### src/rtl/fsm_pair_tx.sv
// Moore serial transmitter: shifts a parallel word out MSB-first, then a zero guard gap; reports adjacent-11 pair count.
// Optional even-parity bit after bit 0 when PAIR_TX_PARITY_EN is defined.
module fsm_pair_tx #(
    parameter int WIDTH      = 8,
    parameter int GAP_CYCLES = 2,
    parameter int CNT_W      = 4
) (
    input  logic             clk,
    input  logic             rst,
    input  logic [WIDTH-1:0] in_data,
    input  logic             in_valid,
    output logic             in_ready,
    output logic             ser_out,
    output logic             busy,
    output logic             done,
    output logic [CNT_W-1:0] pair_cnt
);

`ifdef PAIR_TX_PARITY_EN
    localparam int FRAME_W = WIDTH + 1;
`else
    localparam int FRAME_W = WIDTH;
`endif
    localparam int MAX_CNT = (FRAME_W > GAP_CYCLES) ? FRAME_W : GAP_CYCLES;
    localparam int CW      = $clog2(MAX_CNT + 1);

    typedef enum logic [1:0] {IDLE, SHIFT, GAP} state_t;

    state_t             state;
    logic [FRAME_W-1:0] frame;
    logic [FRAME_W-1:0] shift_reg;
    logic [CW-1:0]      cnt;
    logic [CNT_W-1:0]   acc;
    logic               prev_bit;

`ifdef PAIR_TX_PARITY_EN
    assign frame = {in_data, ^in_data};
`else
    assign frame = in_data;
`endif

    // in_ready is held low for the whole time rst is asserted
    assign in_ready = (state == IDLE) && !rst;
    assign busy     = (state != IDLE);

    always_ff @(posedge clk or posedge rst) begin
        if (rst) begin
            state     <= IDLE;
            shift_reg <= '0;
            cnt       <= '0;
            acc       <= '0;
            prev_bit  <= 1'b0;
            ser_out   <= 1'b0;
            done      <= 1'b0;
            pair_cnt  <= '0;
        end else begin
            case (state)
                IDLE: begin
                    done <= 1'b0;
                    if (in_valid && in_ready) begin
                        // shift_reg keeps the not-yet-driven bits, next one at the MSB
                        shift_reg <= frame << 1;
                        ser_out   <= frame[FRAME_W-1];
                        prev_bit  <= frame[FRAME_W-1];
                        cnt       <= CW'(1);
                        acc       <= '0;
                        state     <= SHIFT;
                    end
                end
                SHIFT: begin
                    if (cnt == CW'(FRAME_W)) begin
                        ser_out  <= 1'b0;
                        pair_cnt <= acc;
                        done     <= 1'b1;
                        cnt      <= CW'(1);
                        state    <= GAP;
                    end else begin
                        ser_out   <= shift_reg[FRAME_W-1];
                        prev_bit  <= shift_reg[FRAME_W-1];
                        shift_reg <= shift_reg << 1;
                        if (prev_bit && shift_reg[FRAME_W-1])
                            acc <= acc + 1'b1;
                        cnt <= cnt + 1'b1;
                    end
                end
                GAP: begin
                    done <= 1'b0;
                    if (cnt == CW'(GAP_CYCLES))
                        state <= IDLE;
                    else
                        cnt <= cnt + 1'b1;
                end
                default: state <= IDLE;
            endcase
        end
    end

endmodule

### config.mk
export PLATFORM = sky130hd
export DESIGN_NAME = fsm_pair_tx
export DESIGN_NICKNAME = d
export VERILOG_FILES = /design/src/rtl/fsm_pair_tx.sv
export SDC_FILE = /design/constraint.sdc
export NUM_CORES = 1
export LEC_CHECK = 0
export BUFFER_PORTS_ARGS = -buffer_cell sky130_fd_sc_hd__buf_2
export CAP_MARGIN = 20
export CORE_MARGIN = 2
export CORE_UTILIZATION = 31
export DETAILED_ROUTE_END_ITERATION = 16
export REMOVE_ABC_BUFFERS = 1
export SYNTH_ARGS = -nofsm -noshare
export SYNTH_HDL_FRONTEND = slang
export SYNTH_SLANG_ARGS = --single-unit
### constraint.sdc
create_clock -name clk -period 1.93 [get_ports clk]
set_input_delay 0.193 -clock clk [delete_from_list [all_inputs] [get_ports clk]]
set_output_delay 0.193 -clock clk [all_outputs]
set_load 0.03 [all_outputs]
-- Word-level counts from Yosys, hierarchy flattened
Cells that the tools add are included.
- add/sub/neg operators: 2
- equal/unequal tests: 10
- multiplexer cells: 22
- reduce and logical (&&, ||, !) cells: 17
- operators with widths (kind ; count):
    $mux 4 ; 6
    $mux 8 ; 2
    $pmux 8 s2 ; 1
    $pmux 4 s3 ; 1
    $ne 2x2->1 const B ; 5
    $reduce_and 3->1 ; 3
    $add 4x1->4 const B ; 2
    $pmux 4 s2 ; 1
    $mux 2 ; 3
    $pmux 1 s2 ; 3
    $pmux 2 s3 ; 1
    $reduce_and 2->1 ; 3
    $reduce_bool 2->1 ; 3
    $eq 4x2->1 const B ; 1
    $eq 4x4->1 const B ; 1
    $mux 1 ; 4
    $reduce_and 4->1 ; 1
    $logic_and 1x1->1 ; 3
    $reduce_bool 3->1 ; 1
    $eq 2x1->1 const B ; 1
    $eq 2x2->1 const B ; 1
    $logic_not 2->1 ; 1
    $ne 2x1->1 const B ; 1
    $reduce_or 2->1 ; 1
    $logic_not 1->1 ; 1
- bits in registers: 25
- bits of input ports: 11
- output and inout port bits: 8

-- Logic depth before layout (Yosys ltp)
- word-level depth: 5
- gate-level depth with buffers: 9
- gate-level depth less buffers: 6

-- Worst setup path after synthesis
OpenSTA, ideal clock, no wires.
- kind: reg-to-reg
- start point: reg state[0]
- end point: reg acc[2]
- setup time: 0.076 ns
- arrival time: 1.822 ns
- required time: 1.854 ns
- setup slack: 0.031 ns
- stages on the path, launching flop included: 10
- path buffers: 3
- cells stage by stage: dfrtp_1 > inv_1 > ha_1 > buf_6 > nand2b_4 > buf_6 > and2_4 > buf_6 > or4b_1 > o21ai_1
- longest elaborated chain between the ends: 5
- elaborated cells between the ends (all ways): 10
- ends and longest elaborated chain (item ; RTL line ; source):
    start: declaration ; 29 ; state_t state;
    start signal: assignment ; 48 ; state <= IDLE;
    start signal: assignment ; 67 ; state <= SHIFT;
    start signal: assignment ; 76 ; state <= GAP;
    $logic_not 2->1 ; 43, 57 ;
    $logic_and 1x1->1 ; 43 ; assign in_ready = (state == IDLE) && !rst;
    $logic_and 1x1->1 ; 60 ; if (in_valid && in_ready) begin
    $ne 2x1->1 (no line) ; n/a ;
    $reduce_and 4->1 (no line) ; n/a ;
    end signal: assignment ; 82 ; acc <= acc + 1'b1;
    end: declaration ; 33 ; logic [CNT_W-1:0] acc;
Several ways; a longest one is shown, not always the timed one.
A chain may end at the register's enable or synchronous reset.

-- Final worst setup path
- start point: reg state[0]
- end point: reg cnt[3]
- longest elaborated chain between the ends: 5
- elaborated cells between the ends (all ways): 10
- ends and longest elaborated chain (item ; RTL line ; source):
    $logic_not 2->1 ; 43, 57 ;
    $logic_and 1x1->1 ; 43 ;
    $logic_and 1x1->1 ; 60 ;
    $ne 2x1->1 (no line) ; n/a ;
    $reduce_and 3->1 (no line) ; n/a ;
    end signal: assignment ; 83 ; cnt <= cnt + 1'b1;
    end signal: assignment ; 91 ; cnt <= cnt + 1'b1;
    end: declaration ; 32 ; logic [CW-1:0] cnt;
Several ways; a longest one is shown, not always the timed one.

==> reports/qor.txt <==
Xor/xnor share of the synthesized area: 0%
Post-Synth Adder-Cell Area: 8.09%
Vias per cell: 5.08
Detail Route Antenna Nets: 0
Crit-path cells: inv_1, ha_1, nor4bb_1, nor2_1, a21o_1, a32o_1
Mapped cell area: 1390 sq um
Max-cap viol count: 0
Synth warnings: 0
Share of post-route cells with drive strength above 1: 20.2%
Synth Area per Inst: 9.80 sq um
Final nets: 184
Global router's overall resource usage: 11.9%
Multi-input gate area: 702 sq um
Clk_lat worst skew: 270 ps
Gpl congestion: 0.852
Design Area, Final: 1630 sq um
Clk slew on worst S/H paths: 90 ps
Die span in y: 71.0 um
Sequential-to-total area share from yosys stat: 43.2%
Die Footprint: 5040 sq um
Max reg flops: 7
Clk root buf: clkbuf_8
HPWL Detailed: 2.20 mm
Worst path max stage delay: 410 ps
Min Tclk post-route: 1810 ps
FMAX: 0.553 GHz
Kind of critical path: reg -> reg
Relative slew slack: 55.7%
Initial Util: 32.2%
Simple-Gate Fraction of Synth Area: 15.8%
Slew @ Worst Pin: 665 ps
Placed instance area: 1540 sq um
Fillers: 450
FF+latch area: 601 sq um
Clk sinks: 24
WL/cell: 13.0 um
Total wire length: 2.79 mm
Setup repair bufs after CTS: 0
TritonCTS clock tree: done
Crit path arrival time: 1960 ps
First-pass GRT wire length: 4.90 mm
Critical path required time: 2080 ps
Power per standard cell area: 1330 nW/um^2
DR vias: 1092
# port buffers: 18
IO Pins: 19
Synth Area in Compound Gates: 23.0%
Crit-path leading delay family: simple AND/OR/NAND/NOR gates
VDD IR max: 0.663 mV
Slew Limit Fails: 0
Mapped Cells: 142
Initial antenna violation count: 0
Final hold vios: 0
Yosys cell types: 38
CP endpoint kind: register
Post-synth ARST share: 100%
Number of cells on the critical path: 6
Critical path buffers and inverters: 1
Largest family of logic cells by synthesized area: compound AO/OA/AOI/OAI gates
Hold depth: 2
Static leakage: 0.763 nW
CP max FO: 7
DRC viols: 0
CP startpoint kind: register
Hold_ws: 145 ps
Largest net degree at the start of global routing: 18
Mux cell area share after synthesis: 3.15%
Aggregate global routing overflow: 0
Worst hold path class: in -> reg
Seq cells post-synth: 24
Cell row count: 24
Tcrit/Tclk final: 93.7%
Unrepaired setup endpoints after global routing: yes
Vias in the first global route: 1134
Initial DRC count: 32
Worst-case reg-to-reg path depth: 6
Setup violators final: 0
Area growth syn-to-layout: 16.8%
Post-synth EDFFs: 0
Die X: 71.0 um
1st-pass router iterations: 4
Clock Tree Buf Depth: 2
Core box area: 4320 sq um
Htree depth: 1
Status: finished, final reports clean
Slowest-stage cell, CP: dfrtp_1
Setup Skew: 8.79 ps
N_diodes: 0
Post-synth top flop: dfrtp_1
Num CTS Buffers: 3
-- cells by family after synthesis --
group	after synthesis
DFF	24
AOI/OAI and AO/OA	50
and+or+nand+nor	36
buffers and inverters	19
muxes	4
adders and majority gates	9
-- routing by layer --
metal | up-vias | wire (um) | global-route usage (%)
met5 | - | 0 | 0
met2 | 14 | 1320 | 19.3
met4 | 0 | 13 | 3.77
li1 | 558 | - | -
met1 | 518 | 1370 | 16.0
met3 | 2 | 84 | 2.14
-- stage by stage --
step / cells / util [%] / TNS [ps] / power (mW) / setup WS, ps
6_report: 215 / 37.6 / 0 / 2.17 / 121
5_1_grt: 215 / 37.6 / -13.5 / 2.34 / -13.5
4_1_cts: 215 / 37.5 / 0 / 2.17 / 73.2
3_5_place_dp: 210 / 35.6 / 0 / 1.73 / 92.5
3_3_place_gp: 210 / 35.6 / 0 / 1.70 / 165
2_1_floorplan: 134 / - / -16.9 / 1.47 / -8.46
-- final cells by class --
class / count / area share (%)
Multi-Input combinational cell: 99 / 43.2
Sequential cell: 24 / 37.0
Timing Repair Buffer: 25 / 8.93
Tap cell: 52 / 4.00
Clock buffer: 3 / 2.54
Inverter: 11 / 2.54
Clock inverter: 1 / 1.85
-- Yosys cell counts (all sizes together) (3+ instances only) --
library cell,number,area share (%)
clkbuf,5,1.3
buf,3,2.4
o22ai,7,3.1
nand2,7,1.9
inv,11,3.0
a21o,4,2.2
nor2,7,1.9
ha,9,8.1
a21oi,11,4.0
o21ai,15,5.4
mux2,3,2.4
a211o,6,3.8
nand2b,3,1.9
nand3,4,1.4
dfrtp,24,43
-- layout by cell type, fill, tap and decap left out, types with 2 or more instances in the layout --
cell type and count:
o22ai_1 7, a21oi_1 11, a21o_1 4, buf_4 6
o21ai_0 9, nand2_1 7, ha_2 2, inv_1 11
nand2b_1 2, o21ai_1 6, dfrtp_1 24, a211o_1 6
ha_1 7, clkbuf_8 3, buf_2 18, nor2_1 7
or4b_1 2, mux2_1 3, nand3_1 4, nand4_1 2
-- repair_timing --
item                       in CTS  in global routing
hold endpoints to repair        7                  0
hold buffers                    1                  0
resized for setup               0                  2
setup endpoints to repair       0                  4
-- power by group --
group	total [mW]	internal [mW]	switching [mW]
Combinational	0.951	0.413	0.539
Clock	0.442	0.277	0.165
Sequential	0.774	0.647	0.127
Total	2.17	1.34	0.830
-- worst paths after layout --
kind	from	endpoint	slack, ps
setup / recovery	state[0]$_DFFE_PP0P_	cnt[3]$_DFFE_PP0P_	120
hold reg to reg	ser_out$_DFFE_PP0P_	ser_out$_DFFE_PP0P_	480
hold / removal	in_data[0]	shift_reg[1]$_DFFE_PP0P_	150
setup reg to reg	state[0]$_DFFE_PP0P_	cnt[3]$_DFFE_PP0P_	120
min in group asynchronous	rst	state[1]$_DFFE_PP0P_	450
max in group asynchronous	rst	acc[1]$_DFFE_PP0P_	940
-- worst reg2reg max path, stage by stage (launching register included) --
cell,delay [ps]
dfrtp_1,410
inv_1,100
ha_1,290
nor4bb_1,370
nor2_1,160
a21o_1,180
a32o_1,200
Note: power is estimated with default switching activity, not from simulation.
